### config.mk
export PLATFORM = sky130hd
export DESIGN_NAME = rib_arbiter
export DESIGN_NICKNAME = d
export VERILOG_FILES = /design/src/rtl/rib_arbiter.sv
export SDC_FILE = /design/constraint.sdc
export NUM_CORES = 1
export LEC_CHECK = 0
export CAP_MARGIN = 15
export CORE_AREA = 2 2 106 108
export CTS_CLUSTER_SIZE = 30
export DETAILED_ROUTE_END_ITERATION = 8
export DIE_AREA = 0 0 108 110
export SYNTH_ARGS = -nofsm -noshare
export SYNTH_HDL_FRONTEND = slang
export SYNTH_SLANG_ARGS = --single-unit
### constraint.sdc
create_clock -name clk -period 2.98 [get_ports clk]
set_input_delay 0.596 -clock clk [delete_from_list [all_inputs] [get_ports clk]]
set_output_delay 0.596 -clock clk [all_outputs]
set_load 0.02 [all_outputs]
### src/rtl/rib_arbiter.sv
// Two-master bus arbiter: shares one memory slave between the ex data port and the
// instruction fetch port, with fair tie-breaking and a per-transaction timeout.
module rib_arbiter #(
    parameter int unsigned TIMEOUT = 16
) (
    input  logic        clk,
    input  logic        rst,

    input  logic        ex_req_i,
    input  logic        ex_we_i,
    input  logic [31:0] ex_addr_i,
    input  logic [31:0] ex_wdata_i,
    output logic [31:0] ex_rdata_o,
    output logic        ex_ack_o,

    input  logic        if_req_i,
    input  logic [31:0] if_addr_i,
    output logic [31:0] if_rdata_o,
    output logic        if_ack_o,

    output logic        s_req_o,
    output logic        s_we_o,
    output logic [31:0] s_addr_o,
    output logic [31:0] s_wdata_o,
    input  logic [31:0] s_rdata_i,
    input  logic        s_ack_i,

    output logic [2:0]  hold_flag_o,
    output logic        bus_err_o
);

    localparam logic [2:0] HoldNone = 3'b000;
    localparam logic [2:0] HoldIf   = 3'b010;
    localparam logic [2:0] HoldId   = 3'b011;
    localparam logic [4:0] CntLast  = 5'(TIMEOUT - 1);

    typedef enum logic [1:0] {
        StIdle,
        StGntEx,
        StGntIf
    } state_e;

    state_e      r_state;
    logic        r_last_if;
    logic [4:0]  r_cnt;

    logic        w_own_ex;
    logic        w_own_if;
    logic        w_active;
    logic        w_done;
    logic        w_timeout;
    logic        w_ack;
    logic [31:0] w_rdata;

    assign w_own_ex = (r_state == StGntEx);
    assign w_own_if = (r_state == StGntIf);

    // A reset cycle never forwards or completes a transaction.
    assign w_active  = ~rst & ((w_own_ex & ex_req_i) | (w_own_if & if_req_i));
    assign w_done    = w_active & s_ack_i;
    assign w_timeout = w_active & ~s_ack_i & (r_cnt == CntLast);
    assign w_ack     = w_done | w_timeout;
    assign w_rdata   = w_done ? s_rdata_i : 32'h0;

    always_comb begin
        s_req_o    = w_active;
        s_we_o     = 1'b0;
        s_addr_o   = 32'h0;
        s_wdata_o  = 32'h0;
        ex_ack_o   = 1'b0;
        ex_rdata_o = 32'h0;
        if_ack_o   = 1'b0;
        if_rdata_o = 32'h0;
        if (w_own_ex) begin
            s_we_o     = ex_we_i;
            s_addr_o   = ex_addr_i;
            s_wdata_o  = ex_wdata_i;
            ex_ack_o   = w_ack;
            ex_rdata_o = w_rdata;
        end else if (w_own_if) begin
            s_addr_o   = if_addr_i;
            if_ack_o   = w_ack;
            if_rdata_o = w_rdata;
        end
    end

    assign bus_err_o   = w_timeout;
    assign hold_flag_o = (if_req_i && !if_ack_o) ? (HoldIf | HoldId) : HoldNone;

    always_ff @(posedge clk) begin
        if (rst) begin
            r_state   <= StIdle;
            r_cnt     <= 5'd0;
            r_last_if <= 1'b1;
        end else begin
            unique case (r_state)
                StIdle: begin
                    r_cnt <= 5'd0;
                    if (ex_req_i && (!if_req_i || r_last_if)) begin
                        r_state <= StGntEx;
                    end else if (if_req_i) begin
                        r_state <= StGntIf;
                    end
                end
                StGntEx: begin
                    if (!ex_req_i || w_timeout) begin
                        r_state   <= StIdle;
                        r_last_if <= 1'b0;
                        r_cnt     <= 5'd0;
                    end else if (s_ack_i) begin
                        // Completing master is excluded: only the other one can follow.
                        r_state   <= if_req_i ? StGntIf : StIdle;
                        r_last_if <= 1'b0;
                        r_cnt     <= 5'd0;
                    end else begin
                        r_cnt <= r_cnt + 5'd1;
                    end
                end
                StGntIf: begin
                    if (!if_req_i || w_timeout) begin
                        r_state   <= StIdle;
                        r_last_if <= 1'b1;
                        r_cnt     <= 5'd0;
                    end else if (s_ack_i) begin
                        r_state   <= ex_req_i ? StGntEx : StIdle;
                        r_last_if <= 1'b1;
                        r_cnt     <= 5'd0;
                    end else begin
                        r_cnt <= r_cnt + 5'd1;
                    end
                end
                default: begin
                    r_state <= StIdle;
                    r_cnt   <= 5'd0;
                end
            endcase
        end
    end

endmodule

==> results of run 1 <==
layer usage:
layer | wire (um) | up-vias
met5 | 0 | -
met3 | 1017 | 2
li1 | - | 1242
met4 | 12 | 0
met1 | 3803 | 1129
met2 | 4725 | 136
cells in the mapped netlist:
cell                        count
sky130_fd_sc_hd__clkbuf_1      13
sky130_fd_sc_hd__o31ai_1        1
sky130_fd_sc_hd__buf_4          2
sky130_fd_sc_hd__nor2b_1        2
sky130_fd_sc_hd__nand2b_1       1
sky130_fd_sc_hd__nand4bb_1      1
sky130_fd_sc_hd__nor4b_1        2
sky130_fd_sc_hd__a32o_1         4
sky130_fd_sc_hd__a21oi_1        1
sky130_fd_sc_hd__xor2_1         1
sky130_fd_sc_hd__nor4b_4        1
sky130_fd_sc_hd__ha_1           6
sky130_fd_sc_hd__a22oi_1        1
sky130_fd_sc_hd__o41ai_1        1
sky130_fd_sc_hd__or4b_1         1
sky130_fd_sc_hd__conb_1         1
sky130_fd_sc_hd__nor4_1         1
sky130_fd_sc_hd__o31a_2         1
sky130_fd_sc_hd__dfxtp_1        8
sky130_fd_sc_hd__nor2_1        10
sky130_fd_sc_hd__nand3_1        1
sky130_fd_sc_hd__and3_1         1
sky130_fd_sc_hd__or3b_1         1
sky130_fd_sc_hd__inv_1          4
sky130_fd_sc_hd__mux2i_1        1
sky130_fd_sc_hd__and2_1        97
sky130_fd_sc_hd__a22o_1        32
sky130_fd_sc_hd__buf_2          6
sky130_fd_sc_hd__xnor2_1        1
sky130_fd_sc_hd__and4bb_2       1
sky130_fd_sc_hd__nand2_1        2
per-stage QoR:
stage	util	TNS [ns]	power [W]	instances
finish	0.4122	0	0.001031	612
global route	0.4122	0	0.001090	612
global placement	0.4137	-5.125	0.0009129	609
floorplan	-	0	0.0004542	206
detailed placement	0.4137	-6.706	0.0009131	609
CTS	0.4112	-0.07389	0.001045	612
cell families (layout without fill, tap and decap cells):
kind of cell,count (synthesis),count (layout),synth area share
simple gates,122,122,0.5125
compound gates,41,41,0.2384
buf+inv,25,291,0.07226
flops,8,8,0.1063
fa+ha+maj,6,6,0.04983
xor+xnor,2,2,0.01163
other cells,1,1,0.002489
mux,1,1,0.006645
report_power, final:
group          switching [W]  internal (W)
Sequential        0.00000688      0.000115
Combinational       0.000348      0.000435
Clock              0.0000390     0.0000872
Total               0.000393      0.000637
how the worst min path moves through the flow:
stage	slack [ns]	endpoint	from
6_report	0.45	r_cnt[0]	r_cnt[0]
5_1_grt	0.48	r_cnt[0]	r_cnt[0]
4_1_cts	0.45	r_cnt[0]	r_cnt[0]
3_5_place_dp	0.44	r_cnt[0]	r_cnt[0]
3_3_place_gp	0.43	r_cnt[0]	r_cnt[0]
2_1_floorplan	0.42	r_cnt[0]	r_cnt[0]
final cells by class:
cell class / instances / area [um^2] / area share
tap: 140 / 175.2 / 0.03973
inverter: 4 / 15.01 / 0.003405
sequential: 8 / 160.2 / 0.03632
clock buffer: 3 / 41.29 / 0.009364
timing repair buffer: 284 / 2763 / 0.6266
multi-input combinational: 173 / 1255 / 0.2846
cell usage in the layout, fill, tap and decap left out, drive strengths merged:
| cell | instances |
|---|---|
| clkdlybuf4s50 | 197 |
| a22oi | 1 |
| o31ai | 1 |
| o41ai | 1 |
| or4b | 1 |
| dlymetal6s2s | 4 |
| ha | 6 |
| nand2b | 1 |
| dfxtp | 8 |
| xnor2 | 1 |
| nand2 | 2 |
| a32o | 4 |
| nor2 | 10 |
| o31a | 1 |
| nor2b | 2 |
| nor4 | 1 |
| nor4b | 3 |
| clkbuf | 3 |
| or3b | 1 |
| buf | 19 |
| xor2 | 1 |
| mux2i | 1 |
| and3 | 1 |
| conb | 1 |
| nand4bb | 1 |
| dlygate4sd2 | 64 |
| a21oi | 1 |
| and2 | 97 |
| nand3 | 1 |
| inv | 4 |
| a22o | 32 |
| and4bb | 1 |
what timing repair did:
item / CTS / global route
gates resized for setup: 66 / 4
endpoints found under the setup margin: 67 / 4
pin swaps: 0 / 1
worst max-delay path: stages (launching register included):
cell and delay [ns]:
sky130_fd_sc_hd__dfxtp_1 0.33, sky130_fd_sc_hd__inv_1 0.08, sky130_fd_sc_hd__ha_2 0.30, sky130_fd_sc_hd__buf_4 0.39
sky130_fd_sc_hd__a22o_1 0.23, sky130_fd_sc_hd__clkdlybuf4s50_1 0.66
state kept, by name, summed over array words and instances (netlist names):
signal / cells
r_last_if: 1
r_cnt: 5
r_state: 2
==> impl_metrics.sql, run 1 <==
INSERT INTO impl_metrics (metric_group, metric, value, unit) VALUES
('clock_tree', 'clkTransAtPathRegs', '0.04', 'ns'),
('global_routing', 'grt_pass1_wl', '13110', 'um'),
('setup_path', 'critPathCapture', 's_addr_o[23]', ''),
('placement', 'dpl_cell_area', '0.004425', 'mm^2'),
('cells_and_area', 'layout_filler_cell_count', '1111', ''),
('global_routing', 'globalRouteMet1Util', '0.1697', ''),
('setup_path', 'cp-start-kind', 'flip-flop', ''),
('timing', 'final.period_utilization', '0.9553', ''),
('clock_tree', 'cts-htree-levels', '1', ''),
('setup_path', 'setup.worst_path.start', 'r_state[1]', ''),
('cells_and_area', 'layout.cell_area.non_filler', '0.004409', 'mm^2'),
('power_and_ir_drop', 'leakage', '2.062', 'nW'),
('detailed_routing', 'drt_drc_violations_left', '0', ''),
('clock_tree', 'ctsHoldBuffers', '0', ''),
('floorplan', 'core_region_area', '0.01070', 'mm^2'),
('clock_tree', 'numClockSinks', '8', ''),
('yosys', 'yosysTopAreaCellShare', '0.4028', ''),
('timing', 'worst_hold_slack', '0.4454', 'ns'),
('timing', 'timing_max_transition_violations_final', '0', ''),
('yosys', 'synth_area_per_cell', '7.313', 'um^2'),
('cells_and_area', 'flow.area_growth_from_synthesis', '192.7', '%'),
('power_and_ir_drop', 'vdd_drop_max', '0.1846', 'mV'),
('timing', 'post-route-worst-setup-slack', '0.1332', 'ns'),
('clock_tree', 'cts_root_buffer', 'sky130_fd_sc_hd__clkbuf_8', ''),
('clock_tree', 'cts_setup_buffers', '0', ''),
('yosys', 'yosys.cell_types.count', '31', ''),
('timing', 'unrepaired_setup_endpoints_after_global_routing', 'false', ''),
('detailed_routing', 'firstDrtPassIters', '4', ''),
('placement', 'port-buffer-count', '268', ''),
('setup_path', 'end_kind', 'output pin', ''),
('global_routing', 'grt_start_max_net_pins', '44', ''),
('global_routing', 'grt.total_usage', '0.1393', ''),
('placement', 'place_hpwl', '7834', 'um'),
('timing', 'max_clk_rate', '351.3', 'MHz'),
('setup_path', 'critPathMaxFanout', '43', ''),
('yosys', 'synth-warning-count', '0', ''),
('status', 'run_status', 'finished clean', ''),
('hold_path', 'hold_path_class', 'flip-flop to flip-flop', ''),
('setup_path', 'worst-setup-path-type', 'flip-flop to output pin', ''),
('detailed_routing', 'finalWirelength', '9559', 'um'),
('detailed_routing', 'vias', '2509', ''),
('floorplan', 'rows', '38', ''),
('clock_tree', 'cts_tree', 'yes', ''),
('hold_path', 'hold_depth', '1', ''),
('cells_and_area', 'n_antenna_cell', '0', ''),
('floorplan', 'die_height', '110', 'um'),
('global_routing', 'globalRoute.totalOverflow', '0', ''),
('placement', 'globalplace.congestion', '0.7954', ''),
('setup_path', 'regToRegEndpoint', 'r_state[0]', ''),
('global_routing', 'grtUsageMet2', '0.2516', ''),
('timing', 'fin_skew', '0.001091', 'ns'),
('setup_path', 'worstPathRequired', '2.38', 'ns'),
('yosys', 'synth_seq_area_share', '0.1063', ''),
('global_routing', 'antenna_violations_before_repair', '0', ''),
('placement', 'detailedPlace.worstSlack', '-0.1764', 'ns'),
('timing', 'hold_violations', '0', ''),
('global_routing', 'grt_most_used_layer', 'met2', ''),
('timing', 'timing.final.setup_violations', '0', ''),
('power_and_ir_drop', 'power.density_cell_area', '233.8', 'mW/mm^2'),
('run', 'cap_viol_max_count', '0', ''),
('floorplan', 'die-area', '0.01188', 'mm^2'),
('yosys', 'synth.top_cells.by_area', 'sky130_fd_sc_hd__and2_1 40%, sky130_fd_sc_hd__a22o_1 19%, sky130_fd_sc_hd__dfxtp_1 11%', ''),
('floorplan', 'fp.dieW', '108', 'um'),
('detailed_routing', 'wl_per_cell', '15.62', 'um'),
('setup_path', 'crit-reg2reg-launch', 'r_cnt[0]', ''),
('global_routing', 'number_of_global_route_vias_before_repair', '2443', ''),
('clock_tree', 'worstSkewPairLatency', '0.22', 'ns'),
('global_routing', 'met3_usage', '0.04115', ''),
('floorplan', 'floorplan.io_pins', '270', ''),
('setup_path', 'ff2ff_path_depth', '6', ''),
('clock_tree', 'cts_max_path_buffers', '2', '');
No activity file was read; power rests on OpenSTA's default activity.
==> inputs of run 2 (changes only) <==
--- a/config.mk
+++ b/config.mk
@@ -10,6 +10,7 @@
 export CTS_CLUSTER_SIZE = 30
 export DETAILED_ROUTE_END_ITERATION = 8
 export DIE_AREA = 0 0 108 110
+export SETUP_SLACK_MARGIN = 0.5
 export SYNTH_ARGS = -nofsm -noshare
 export SYNTH_HDL_FRONTEND = slang
 export SYNTH_SLANG_ARGS = --single-unit
==> impl_metrics.sql, run 2 (synthesis gave the netlist of run 1 again) <==
INSERT INTO impl_metrics (metric_group, metric, value, unit) VALUES
('status', 'run_status', 'finished clean', ''),
('clock_tree', 'cts_max_path_buffers', '2', ''),
('detailed_routing', 'met2_layer_wire_length_in_the_routed_design', '5650', 'um'),
('setup_path', 'critPathMaxFanout', '6', ''),
('detailed_routing', 'top_layer', 'met4', ''),
('timing', 'post-route-worst-setup-slack', '0.4726', 'ns'),
('cells_and_area', 'n_antenna_cell', '0', ''),
('placement', 'dpl.cell_count', '605', ''),
('clock_tree', 'numClockSinks', '8', ''),
('placement', 'port-buffer-count', '268', ''),
('power_and_ir_drop', 'post_layout_power', '0.001073', 'W'),
('cells_and_area', 'layout.cells.most_common', 'sky130_fd_sc_hd__clkdlybuf4s50_1', ''),
('setup_path', 'end_kind', 'output pin', ''),
('power_and_ir_drop', 'power.density_cell_area', '223.6', 'mW/mm^2'),
('clock_tree', 'worstSkewPairLatency', '0.23', 'ns'),
('timing', 'timing.final.setup_violations', '0', ''),
('run', 'cap_viol_max_count', '0', ''),
('hold_path', 'hold_path_class', 'flip-flop to flip-flop', ''),
('cells_and_area', 'multi_input_comb_area', '0.001381', 'mm^2'),
('timing', 'unrepaired_setup_endpoints_after_global_routing', 'true', ''),
('detailed_routing', 'drt_drc_violations_left', '0', ''),
('setup_path', 'cp-start-kind', 'flip-flop', ''),
('cells_and_area', 'final_core_occ', '0.4488', ''),
('global_routing', 'grt.total_usage', '0.1586', ''),
('floorplan', 'core_region_area', '0.01070', 'mm^2'),
('cells_and_area', 'leading_registers_by_flop_count', 'r_cnt: 5 flops, r_state: 2 flops, r_last_if: 1 flops', ''),
('cells_and_area', 'post_layout_nonfiller_instances', '632', ''),
('placement', 'globalplace.congestion', '0.7808', ''),
('clock_tree', 'cts_tree', 'yes', ''),
('cells_and_area', 'layout_filler_cell_count', '1076', ''),
('setup_path', 'cpPeakStageDelay', '0.36', 'ns'),
('floorplan', 'fp.dieW', '108', 'um'),
('detailed_routing', 'wl_per_cell', '16.93', 'um'),
('timing', 'timing.setup.tns', '0', 'ns'),
('clock_tree', 'tritoncts.num_buffers', '3', ''),
('detailed_routing', 'finalWirelength', '10700', 'um'),
('setup_path', 'critical_path_arrival', '1.91', 'ns'),
('detailed_routing', 'vias', '2687', ''),
('cells_and_area', 'flow.area_growth_from_synthesis', '218.7', '%'),
('global_routing', 'globalRoute.totalOverflow', '0', ''),
('floorplan', 'die_height', '110', 'um'),
('setup_path', 'critical_path_cell_by_cell', 'inv_4, ha_4, buf_6, a21oi_4, and4bb_4, buf_12, buf_16, buf_12, and2_4, buf_6', ''),
('floorplan', 'initial_utilization', '0.1408', ''),
('timing', 'period_needed', '2.507', 'ns'),
('detailed_routing', 'firstDrtPassIters', '4', ''),
('floorplan', 'floorplan.io_pins', '270', ''),
('cells_and_area', 'top_library_cells_by_usage_in_the_layout_fill_and_taps_aside', '137 x sky130_fd_sc_hd__clkdlybuf4s50_1, 66 x sky130_fd_sc_hd__and2_1, 45 x sky130_fd_sc_hd__dlygate4sd2_1', ''),
('clock_tree', 'cts_root_buffer', 'sky130_fd_sc_hd__clkbuf_8', ''),
('setup_path', 'worst-setup-path-type', 'flip-flop to output pin', ''),
('cells_and_area', 'design.final.nets', '634', ''),
('detailed_routing', 'viasPerCell', '4.252', ''),
('floorplan', 'die-area', '0.01188', 'mm^2'),
('timing', 'hold_violations', '0', ''),
('cells_and_area', 'seq_area', '167.7', 'um^2'),
('cells_and_area', 'top_register', 'r_cnt', ''),
('floorplan', 'rows', '38', ''),
('power_and_ir_drop', 'leakage', '2.496', 'nW'),
('global_routing', 'antenna_violations_before_repair', '0', ''),
('placement', 'place_hpwl', '7696', 'um'),
('setup_path', 'worstPathRequired', '2.38', 'ns'),
('cells_and_area', 'post_route_cells_drive_above_1_share', '0.3150', ''),
('detailed_routing', 'detailedRoute.firstIterationViolations', '100', ''),
('detailed_routing', 'wl_met3', '1142', 'um'),
('timing', 'fin_skew', '0.002168', 'ns'),
('timing', 'final.period_utilization', '0.8414', ''),
('power_and_ir_drop', 'vdd_drop_max', '0.1189', 'mV'),
('clock_tree', 'ctsHoldBuffers', '0', ''),
('global_routing', 'grt_pass1_wl', '14720', 'um'),
('clock_tree', 'clkTransAtPathRegs', '0.04', 'ns'),
('clock_tree', 'cts-htree-levels', '1', ''),
('detailed_routing', 'detail-route-antenna-nets', '0', ''),
('timing', 'max_clk_rate', '398.8', 'MHz'),
('detailed_routing', 'post_route_m1_wl', '3692', 'um'),
('placement', 'detailedPlace.worstSlack', '-0.09506', 'ns'),
('setup_path', 'worst_path_max_delay_cell', 'sky130_fd_sc_hd__dfxtp_4', ''),
('timing', 'timing_max_transition_violations_final', '0', ''),
('global_routing', 'grt_start_max_net_pins', '33', ''),
('cells_and_area', 'largest_register_ff_count', '5', ''),
('global_routing', 'number_of_global_route_vias_before_repair', '2731', '');
[run 2: cell types whose count changed in the layout (fill, tap and decap cells not counted), sizes merged]
cell           previous run  this run
clkbuf                    3         7
clkdlybuf4s15             0         2
bufbuf                    0         2
dlymetal6s2s              4        14
dlygate4sd2              64        45
clkdlybuf4s50           197       137
buf                      19       100
[run 2: where the power goes]
group          internal [W]  total, W  switching (W)
registers          0.000116  0.000124     0.00000821
clock network     0.0000873  0.000128      0.0000403
logic              0.000448  0.000822       0.000374
total              0.000651   0.00107       0.000422
[run 2: final cells by class]
cell class	instances	area share
multi-input cells	173	0.2877
inverters	4	0.003649
flip-flops and latches	8	0.03492
well taps	140	0.03649
repair buffers	304	0.6286
clock buffers	3	0.008600
[run 2: worst paths after layout]
path,endpoint,slack [ns],cells after the start,startpoint
worst max-delay path,ex_rdata_o[18],0.47,10,r_state[0]
worst min-delay path,r_cnt[0],0.45,1,r_cnt[0]
worst max register to register,r_state[0],1.00,6,r_cnt[0]
worst min register to register,r_cnt[0],0.45,1,r_cnt[0]
[run 2: what timing repair did]
action | CTS | global route
endpoints found under the hold margin | 0 | 0
gates resized for setup | 372 | 103
gates cloned | 6 | 0
setup endpoints to repair | 125 | 82
buffers inserted | 13 | 5
pin swaps | 18 | 10
[run 2: worst max-delay path, delay by kind of cell (launching register included)]
| family | cells | cell delay, ns |
|---|---|---|
| buffers and inverters | 6 | 0.67 |
| adders and majority gates | 1 | 0.17 |
| DFF | 1 | 0.36 |
| and+or+nand+nor | 2 | 0.36 |
| AOI/OAI and AO/OA | 1 | 0.11 |
[run 2: layer usage]
layer | vias up | track usage
met3 | 13 | 0.04233
met4 | 0 | 0.04304
met1 | 1240 | 0.1680
met2 | 153 | 0.3082
met5 | - | 0
li1 | 1281 | -
[run 2: per-stage QoR]
step | area (um^2) | hold WS [ns]
final | 4801 | 0.4538
after global routing | 4801 | 0.4800
after CTS | 4688 | 0.4593
after detailed placement | 4422 | 0.4534
after global placement | 4422 | 0.4337
after floorplan | 1513 | 0.4179
